[src/rtl/btn_pkg.sv]
// Shared types and default timing constants for the button pulse generator.
package btn_pkg;

   typedef enum logic [1:0] {
      ST_IDLE      = 2'd0,
      ST_PRESS_CHK = 2'd1,
      ST_HELD      = 2'd2,
      ST_REL_CHK   = 2'd3
   } btn_state_t;

   localparam int DEF_DEB_CYCLES = 4;
   localparam int DEF_REP_DELAY  = 16;
   localparam int DEF_REP_PERIOD = 4;

endpackage

[src/rtl/sync_2ff.sv]
// Two-flop synchronizer for one asynchronous bit; both flops clear on reset.
module sync_2ff (
   input  logic clock,
   input  logic reset,
   input  logic d,
   output logic q
);

   logic meta;

   always_ff @(posedge clock) begin
      if (reset) begin
         meta <= 1'b0;
         q    <= 1'b0;
      end else begin
         meta <= d;
         q    <= meta;
      end
   end

endmodule

[src/rtl/btn_pulse_gen.sv]
// Debounced button to one-cycle pulse generator with saturating press counter.
// Optional auto-repeat while held is enabled by defining BTN_PULSE_GEN_AUTO_REPEAT_EN.
module btn_pulse_gen
   import btn_pkg::*;
#(
   parameter int DEB_CYCLES = DEF_DEB_CYCLES,
   parameter int REP_DELAY  = DEF_REP_DELAY,
   parameter int REP_PERIOD = DEF_REP_PERIOD
) (
   input  logic       clock,
   input  logic       reset,
   input  logic       btn_in,
   output logic       pulse,
   output logic       level,
   output logic [7:0] press_cnt,
   output btn_state_t state_dbg
);

   localparam int CW = $clog2(DEB_CYCLES + 1);
   // The cycle that enters PRESS_CHK/REL_CHK already counts as the first stable one.
   localparam logic [CW-1:0] CNT_LAST = CW'(DEB_CYCLES - 2);

   if (DEB_CYCLES < 2 || DEB_CYCLES > 255 || REP_PERIOD < 2 || REP_DELAY < 2) begin : g_param_check
      $error("btn_pulse_gen: timing parameter out of range");
   end

   logic          btn_s;
   btn_state_t    state, state_n;
   logic [CW-1:0] cnt, cnt_n;
   logic          pulse_n, level_n;

   sync_2ff u_sync (
      .clock (clock),
      .reset (reset),
      .d     (btn_in),
      .q     (btn_s)
   );

`ifdef BTN_PULSE_GEN_AUTO_REPEAT_EN
   localparam int REP_MAX = (REP_DELAY > REP_PERIOD) ? REP_DELAY : REP_PERIOD;
   localparam int RW      = $clog2(REP_MAX + 1);

   logic [RW-1:0] rep_cnt, rep_cnt_n, rep_limit;
   logic          rep_phase, rep_phase_n;

   assign rep_limit = rep_phase ? RW'(REP_PERIOD - 1) : RW'(REP_DELAY - 1);
`endif

   always_comb begin
      state_n = state;
      cnt_n   = cnt;
      pulse_n = 1'b0;
      level_n = level;
      case (state)
         ST_IDLE: begin
            if (btn_s) begin
               state_n = ST_PRESS_CHK;
               cnt_n   = '0;
            end
         end
         ST_PRESS_CHK: begin
            if (!btn_s) begin
               state_n = ST_IDLE;
            end else if (cnt == CNT_LAST) begin
               state_n = ST_HELD;
               pulse_n = 1'b1;
               level_n = 1'b1;
            end else begin
               cnt_n = cnt + 1'b1;
            end
         end
         ST_HELD: begin
            if (!btn_s) begin
               state_n = ST_REL_CHK;
               cnt_n   = '0;
            end
         end
         ST_REL_CHK: begin
            if (btn_s) begin
               state_n = ST_HELD;
            end else if (cnt == CNT_LAST) begin
               state_n = ST_IDLE;
               level_n = 1'b0;
            end else begin
               cnt_n = cnt + 1'b1;
            end
         end
         default: state_n = ST_IDLE;
      endcase

`ifdef BTN_PULSE_GEN_AUTO_REPEAT_EN
      rep_cnt_n   = rep_cnt;
      rep_phase_n = rep_phase;
      // Timer only runs through uninterrupted HELD cycles; anything else restarts the delay.
      if (state != ST_HELD || !btn_s) begin
         rep_cnt_n   = '0;
         rep_phase_n = 1'b0;
      end else if (rep_cnt == rep_limit) begin
         pulse_n     = 1'b1;
         rep_cnt_n   = '0;
         rep_phase_n = 1'b1;
      end else begin
         rep_cnt_n = rep_cnt + 1'b1;
      end
`endif
   end

   always_ff @(posedge clock) begin
      if (reset) begin
         state     <= ST_IDLE;
         cnt       <= '0;
         pulse     <= 1'b0;
         level     <= 1'b0;
         press_cnt <= 8'd0;
      end else begin
         state <= state_n;
         cnt   <= cnt_n;
         pulse <= pulse_n;
         level <= level_n;
         if (pulse && press_cnt != 8'hFF) begin
            press_cnt <= press_cnt + 8'd1;
         end
      end
   end

`ifdef BTN_PULSE_GEN_AUTO_REPEAT_EN
   always_ff @(posedge clock) begin
      if (reset) begin
         rep_cnt   <= '0;
         rep_phase <= 1'b0;
      end else begin
         rep_cnt   <= rep_cnt_n;
         rep_phase <= rep_phase_n;
      end
   end
`endif

   assign state_dbg = state;

endmodule

[config.mk]
export PLATFORM = sky130hd
export DESIGN_NAME = btn_pulse_gen
export DESIGN_NICKNAME = d
export VERILOG_FILES = /design/src/rtl/btn_pkg.sv /design/src/rtl/sync_2ff.sv /design/src/rtl/btn_pulse_gen.sv
export SDC_FILE = /design/constraint.sdc
export NUM_CORES = 1
export LEC_CHECK = 0
export CORE_MARGIN = 2
export CORE_UTILIZATION = 46
export DETAILED_ROUTE_END_ITERATION = 12
export GPL_ROUTABILITY_DRIVEN = 1
export PLACE_DENSITY = 0.71
export SLEW_MARGIN = 20
export SYNTH_ARGS = -nofsm -noshare
export SYNTH_HDL_FRONTEND = slang
export SYNTH_SLANG_ARGS = --single-unit
[constraint.sdc]
create_clock -name clock -period 2.15 [get_ports clock]
set_clock_uncertainty 0.1 [all_clocks]
set_input_delay 0.3225 -clock clock [delete_from_list [all_inputs] [get_ports clock]]
set_output_delay 0.3225 -clock clock [all_outputs]
set_load 0.01 [all_outputs]
### Word level (Yosys, flattened, before mapping)

Index checks and enable logic that the tools add are counted.

* flip-flop bits (word level): 17
* input bits: 3
* output and inout port bits: 12
* word-level logic and storage cells: 50

* add/subtract/negate cells: 2
* equality and inequality tests: 13
* multiplexer cells: 19
* bitwise logic cells: 2
* reductions and logical operators: 7

Operators by type and width (number)
* $mux 3: 5
* $mux 2: 6
* $pmux 3 s4: 1
* $add 8x1->8 const B: 1
* $ne 2x2->1 const B: 4
* $ne 8x8->1 const B: 1
* $pmux 2 s4: 1
* $reduce_and 4->1: 2
* $mux 1: 5
* $reduce_and 5->1: 1
* $eq 2x2->1 const B: 2
* $ne 2x1->1 const B: 2
* $add 3x1->3 const B: 1
* $eq 3x2->1 const B: 1
* $ne 3x2->1 const B: 1
* $ne 3x3->1 const B: 1
* $reduce_or 3->1: 1
* $eq 2x1->1 const B: 1
* $logic_not 2->1: 1
* $not 1->1: 2
* $pmux 1 s2: 1
* $reduce_bool 2->1: 1
* $logic_and 1x1->1: 1

### Logic depth before layout (Yosys ltp)

Gate-level depths: netlist of run 1.

* depth after elaboration: 4
* gate-level depth with buffers: 5

### Cells and area by module

Synthesis of run 1 repeated with hierarchy kept, for this count alone.

* cell total of the unflattened synthesis: 83
* area total of the unflattened synthesis: 785.8 um2

Modules (own cells, without submodules)
* btn_pulse_gen: times used 1, cells each 79, area each 733.2 um2, sequential area each 300.3 um2
* sync_2ff: times used 1, cells each 4, area each 52.6 um2, sequential area each 40.0 um2

### Worst setup path before layout of run 1

No wires, ideal clock.

* path kind: register to register
* start: register press_cnt[0]
* end: register press_cnt[5]
* library setup time: 0.121 ns
* data arrival time: 1.369 ns
* path slack: 0.559 ns
* cell stages (with the launch flop): 5
* path buffers: 0
* cells stage by stage: dfxtp_1 ha_1 and3_4 a211oi_2 mux2_4

* word-level cells in the longest chain between the ends: 2
* elaborated cells between the ends (all ways): 3
* classes of those cells: 1 x add/sub; 1 x eq/ne; 1 x reduce/logical

RTL lines
* from (decl): line btn_pulse_gen.sv:15 `output logic [7:0] press_cnt,`
* from (signal assigned): line btn_pulse_gen.sv:121 `press_cnt <= press_cnt + 8'd1;`
* parallel branches: the longest is 2 deep, another holds $add 8x1->8

Several ways; the timed one is not identified.
A chain may end at the register's enable or synchronous reset.

### Final worst setup path of run 1

* start: register press_cnt[2]
* end: output press_cnt[2]

No word-level cell between the ends.

==> impl_metrics.yaml, run 1 <==
status:
  status: "completed"
drt:
  ant_nets: 0
  viasPerCell: 5.481
  finalWirelength_mm: 1.655
  drc_errors: 0
  vias: 707
  first_iter_violations: 17
  drtPass1Iterations: 5
  wire_per_inst_um: 12.83
cells_and_area:
  multi_input_area_sq_um: 498.0
  antenna_cells: 0
  final_core_util_pct: 60.07
  area_growth_pct: 21.98
  fillers: 152
  nets: 111
  drive_gt1_share_pct: 16.35
  register_area_sq_um: 340.3
job:
  cap_violations: 0
synthesis:
  synth_top_cell_by_area: "dfxtp_1"
  synth_top_area_share_pct: 39.59
  ys_seq_area_share_pct: 39.59
  synth_fp_nets: 94
  yosysWarnings: 0
  synth_area_leaders: "dfxtp_1, mux2_4, nor2b_1, a21oi_1, ha_1"
  synth_most_common_cell: "dfxtp_1"
  synth.distinct_cells: 37
  postSynthCellCount: 88
  ys_top_cells_by_count: "dfxtp_1, a21oi_1, nor2b_1"
  ys_ff_latch: 17
  syn_area_sq_um: 859.6
  yosys_most_used_dff: "dfxtp_1"
  syn_area_per_cell_sq_um: 9.768
  synth_edf_count: 0
  synthArstFlopShare_pct: 0
timing:
  period_share_pct: 83.34
  slew_viol_final: 0
  tns_ps: 0
  rsz0062_at_grt: "no"
  setup_viol: 0
  slew_headroom_pct: 68.11
  fmax_ghz: 0.5581
  layout_min_cycle_time_ps: 1792
  worst_pin_slew_ps: 476.9
  hold_viol_final: 0
cts:
  cts_buffers: 3
  htreeDepth: 1
  cts_num_sinks: 17
  cts.reportedPaths.clkPinSlew_ps: 100
  cts_tree: "built"
  cts_hold_buf: 0
  cts_root_buffer: "clkbuf_4"
  post_cts_buffers: 0
  clk_latency_ps: 290
  clk_path_buf_depth: 2
  cts_resized: 0
global_routing:
  grt_usage_pct: 17.62
  grt_pass1_wl_mm: 2.739
  busiest_layer: "met1"
  grt_pass1_vias: 608
  grt_overflow: 0
  grt_use_met3_pct: 5.000
  antenna_found_initial: 0
  met2_usage_pct: 24.32
  use_met1_pct: 24.82
  grt_max_degree: 16
min_path:
  hp-class: "register to register"
placed_design:
  routabilityCongestion: 0.7263
  place_hpwl_mm: 1.166
  io_buffers: 14
die:
  io_pins: 15
  start_util_pct: 49.25
  dieArea_sq_um: 2230
  core_area_sq_um: 1745
  die_h_um: 47.23
  row_count: 15
  die_w_um: 47.23
critical_path:
  path_buf_inv: 1
  endpoint_kind: "output pin"
  critPathMaxStageDelay_ps: 600
  crit_required_ps: 1730
  criticalPathCategory: "register to output pin"
  worstPathCellList: "clkdlybuf4s50_1"
  crit_arrival_ps: 1370
  startpoint_type: "register"
  path_max_fanout: 8
  crit_path_top_delay_cell: "clkdlybuf4s50_1"
  rrSetupSlack_ps: 480
  critPathTopFamily: "buffers and inverters"
power:
  vdd_ir_drop_max_mv: 0.4469
  power_density_nw_per_um2: 506.8
  leakagePower_nw: 0.3749
==> cell families after synthesis <==
group           after synthesis  synth area share (%)
flops                        17                 39.59
simple gates                 37                 27.22
xor+xnor                      2                 2.038
mux                           5                 8.152
buf+inv                       4                 2.474
fa+ha+maj                     3                 4.367
compound gates               20                 16.16
==> layout make-up <==
type	count	share of cell area [%]
Multi-Input combinational cell	67	47.49
Sequential cell	17	32.46
Timing Repair Buffer	15	14.08
Tap cell	25	2.983
Clock buffer	3	2.148
Clock inverter	1	0.4773
Inverter	1	0.3580
==> report_power, final <==
part	leakage [nW]	internal (mW)	switching (mW)
Sequential	0.138	0.320	0.00454
Clock	0.0177	0.0691	0.105
Combinational	0.220	0.0174	0.0151
Total	0.375	0.407	0.125
==> worst paths after layout <==
check	from	to	depth (start not counted)
max reg2reg	press_cnt[0]	press_cnt[5]	4
min reg2reg	u_sync.meta	u_sync.q	1
max	press_cnt[2]	press_cnt[2]	1
min	u_sync.meta	u_sync.q	1
==> registers in the layout, indices dropped and copies added (netlist names), named ones only <==
register and count:
press_cnt 8, level 1, cnt 3, u_sync.q 1
u_sync.meta 1, pulse 1, state_dbg 1
==> layout by cell type (no fill, tap or decap), types with 2 or more instances in the layout <==
cell / n
dfxtp_1: 17
nor2b_1: 7
o21ai_0: 4
a21oi_1: 8
nand4_1: 2
nand2_1: 5
clkbuf_4: 3
clkdlybuf4s50_1: 14
a21oi_2: 2
nand2b_1: 3
mux2_4: 4
ha_1: 3
nor3_1: 2
nor2_1: 5
==> layer usage <==
layer | wire (um) | up-vias
met5 | 0 | -
met4 | 44 | 0
met3 | 91 | 10
met2 | 723 | 28
met1 | 796 | 316
li1 | - | 353
==> per-stage QoR <==
stage | instance area (sq um) | power, mW | setup WS [ps] | cells | hold slack, ps
after global placement | 1021 | 0.3639 | 472.5 | 125 | 329.6
after CTS | 1049 | 0.5332 | 364.1 | 129 | 356.7
after floorplan | 859.6 | 0.3491 | 559.2 | 88 | 313.8
after global routing | 1049 | 0.5541 | 316.5 | 129 | 369.9
final | 1049 | 0.5314 | 358.2 | 129 | 353.3
after detailed placement | 1021 | 0.3649 | 448.3 | 125 | 335.4
No activity file was read; power rests on OpenSTA's default activity.
==> inputs of run 2 (changes only) <==
CORE_UTILIZATION = 45   (was 46)
PLACE_DENSITY = 0.72   (was 0.71)
clock period = 1.5 ns   (was 2.15 ns; I/O delays follow)
==> run 2 against run 1 <==
Cell area up 3.8%. Cell count increased by 1.6%. Sequential share of layout area is 0.30 points higher. Largest cell class unchanged. Largest power group unchanged.
==> impl_metrics.yaml, run 2 (synthesized netlist as in run 1, its figures left out) <==
status:
  status: "completed"
critical_path:
  crit_path_top_delay_cell: "dfxtp_2"
  path_max_fanout: 5
  endpoint_kind: "register"
  criticalPathCategory: "register to register"
  path_buf_inv: 0
  critPathTopFamily: "flip-flops"
  crit_arrival_ps: 1530
  startpoint_type: "register"
  crit_required_ps: 1570
  critPathMaxStageDelay_ps: 350
  worstPathCellList: "ha_4, and3_4, a211oi_2, mux2_4"
timing:
  slew_headroom_pct: 78.68
  setup_viol: 0
  tns_ps: 0
  worst_pin_slew_ps: 317.5
  fmax_ghz: 0.6881
  slew_viol_final: 0
  layout_min_cycle_time_ps: 1453
  period_share_pct: 96.89
  rsz0062_at_grt: "no"
  hold_viol_final: 0
cells_and_area:
  final_cell_mix: "dlygate4sd2_1, dfxtp_2, a21oi_1, nor2b_1, dfxtp_1"
  largest_reg_flops: 8
  register_area_sq_um: 356.6
  instances_no_fill: 131
  final_core_util_pct: 61.70
  area_growth_pct: 26.64
  fillers: 168
  regMostFlops: "press_cnt"
  layout_commonest_cell: "dlygate4sd2_1"
  post-route-cell-area_sq_um: 1089
  reg_top3: "press_cnt (8), cnt (3)"
  multi_input_area_sq_um: 510.5
  antenna_cells: 0
  nets: 113
  drive_gt1_share_pct: 28.30
drt:
  wire_per_inst_um: 11.01
  wl_met1_um: 791
  wl_met2_um: 593
  vias: 669
  ant_nets: 0
  wl_met3_um: 50
  viasPerCell: 5.107
  finalWirelength_mm: 1.442
  first_iter_violations: 4
  drtPass1Iterations: 3
  routed.top_layer: "met4"
  drc_errors: 0
global_routing:
  grt_pass1_wl_mm: 2.428
  grt_pass1_vias: 561
  grt_overflow: 0
  grt_usage_pct: 14.98
  antenna_found_initial: 0
  grt_max_degree: 23
die:
  io_pins: 15
  die_w_um: 47.71
  dieArea_sq_um: 2276
  die_h_um: 47.71
  start_util_pct: 48.72
  row_count: 15
  core_area_sq_um: 1764
placed_design:
  place_hpwl_mm: 1.062
  io_buffers: 14
  routabilityCongestion: 0.6992
  placed_cell_area_sq_um: 1054
  placed_cells: 127
cts:
  cts_hold_buf: 0
  htreeDepth: 1
  cts.reportedPaths.clkPinSlew_ps: 90
  clk_latency_ps: 280
  cts_num_sinks: 17
  cts_buffers: 3
  cts_root_buffer: "clkbuf_4"
  cts_tree: "built"
  clk_path_buf_depth: 2
power:
  power_density_nw_per_um2: 680.4
  leakagePower_nw: 0.4475
  vdd_ir_drop_max_mv: 0.5097
  power_mw: 0.7407
job:
  cap_violations: 0
min_path:
  hp-class: "register to register"
run 2: cell count changes in the layout (fill, tap and decap cells not counted), sizes merged:
| cell | previous run | this run |
|---|---|---|
| clkdlybuf4s50 | 14 | 2 |
| dlygate4sd2 | 0 | 12 |
| clkbuf | 3 | 4 |
| clkinv | 1 | 0 |
| buf | 1 | 3 |
run 2: path summary, 6_finish.rpt:
path	startpoint	endpoint	slack [ps]	cells past startpoint
setup reg to reg	press_cnt[1]	press_cnt[5]	50	4
setup / recovery	press_cnt[1]	press_cnt[5]	50	4
hold reg to reg	u_sync.meta	u_sync.q	340	1
hold / removal	u_sync.meta	u_sync.q	340	1
run 2: routing by layer:
| layer | vias to the layer above | global-route usage (%) |
|---|---|---|
| met5 | - | 0 |
| met4 | 0 | 4.865 |
| met3 | 2 | 3.774 |
| met2 | 9 | 21.33 |
| met1 | 303 | 21.97 |
| li1 | 355 | - |
run 2: worst register-to-register path: cells and delay by family (launching register included):
kind	cells	cell delay [ps]
DFF	1	350
muxes	1	310
AOI/OAI and AO/OA	1	250
adders and majority gates	1	170
and+or+nand+nor	1	170
run 2: timing repair:
action,in CTS,in global routing
hold endpoints to repair,0,0
buffers inserted,0,0
pin swaps,0,2
endpoints found under the setup margin,12,1
resized for setup,22,1
run 2: layout make-up:
cell class	instances	share of cell area, %
Clock buffer	4	2.414
Inverter	1	0.3448
Multi-Input combinational cell	67	46.90
Sequential cell	17	32.76
Tap cell	25	2.874
Timing Repair Buffer	17	14.71
run 2: stage by stage:
stage / setup WS [ps] / hold slack (ps)
after floorplan: 28.13 / 253.2
after global placement: 61.07 / 330.1
after detailed placement: 39.71 / 327.4
after CTS: 21.92 / 349.7
after global routing: 15.43 / 366.0
final: 46.64 / 341.2
run 2: power breakdown:
| group | switching (mW) | internal, mW | leakage [nW] |
|---|---|---|---|
| Sequential | 0.00541 | 0.457 | 0.144 |
| Combinational | 0.0219 | 0.0248 | 0.289 |
| Clock | 0.128 | 0.103 | 0.0150 |
| Total | 0.156 | 0.585 | 0.447 |
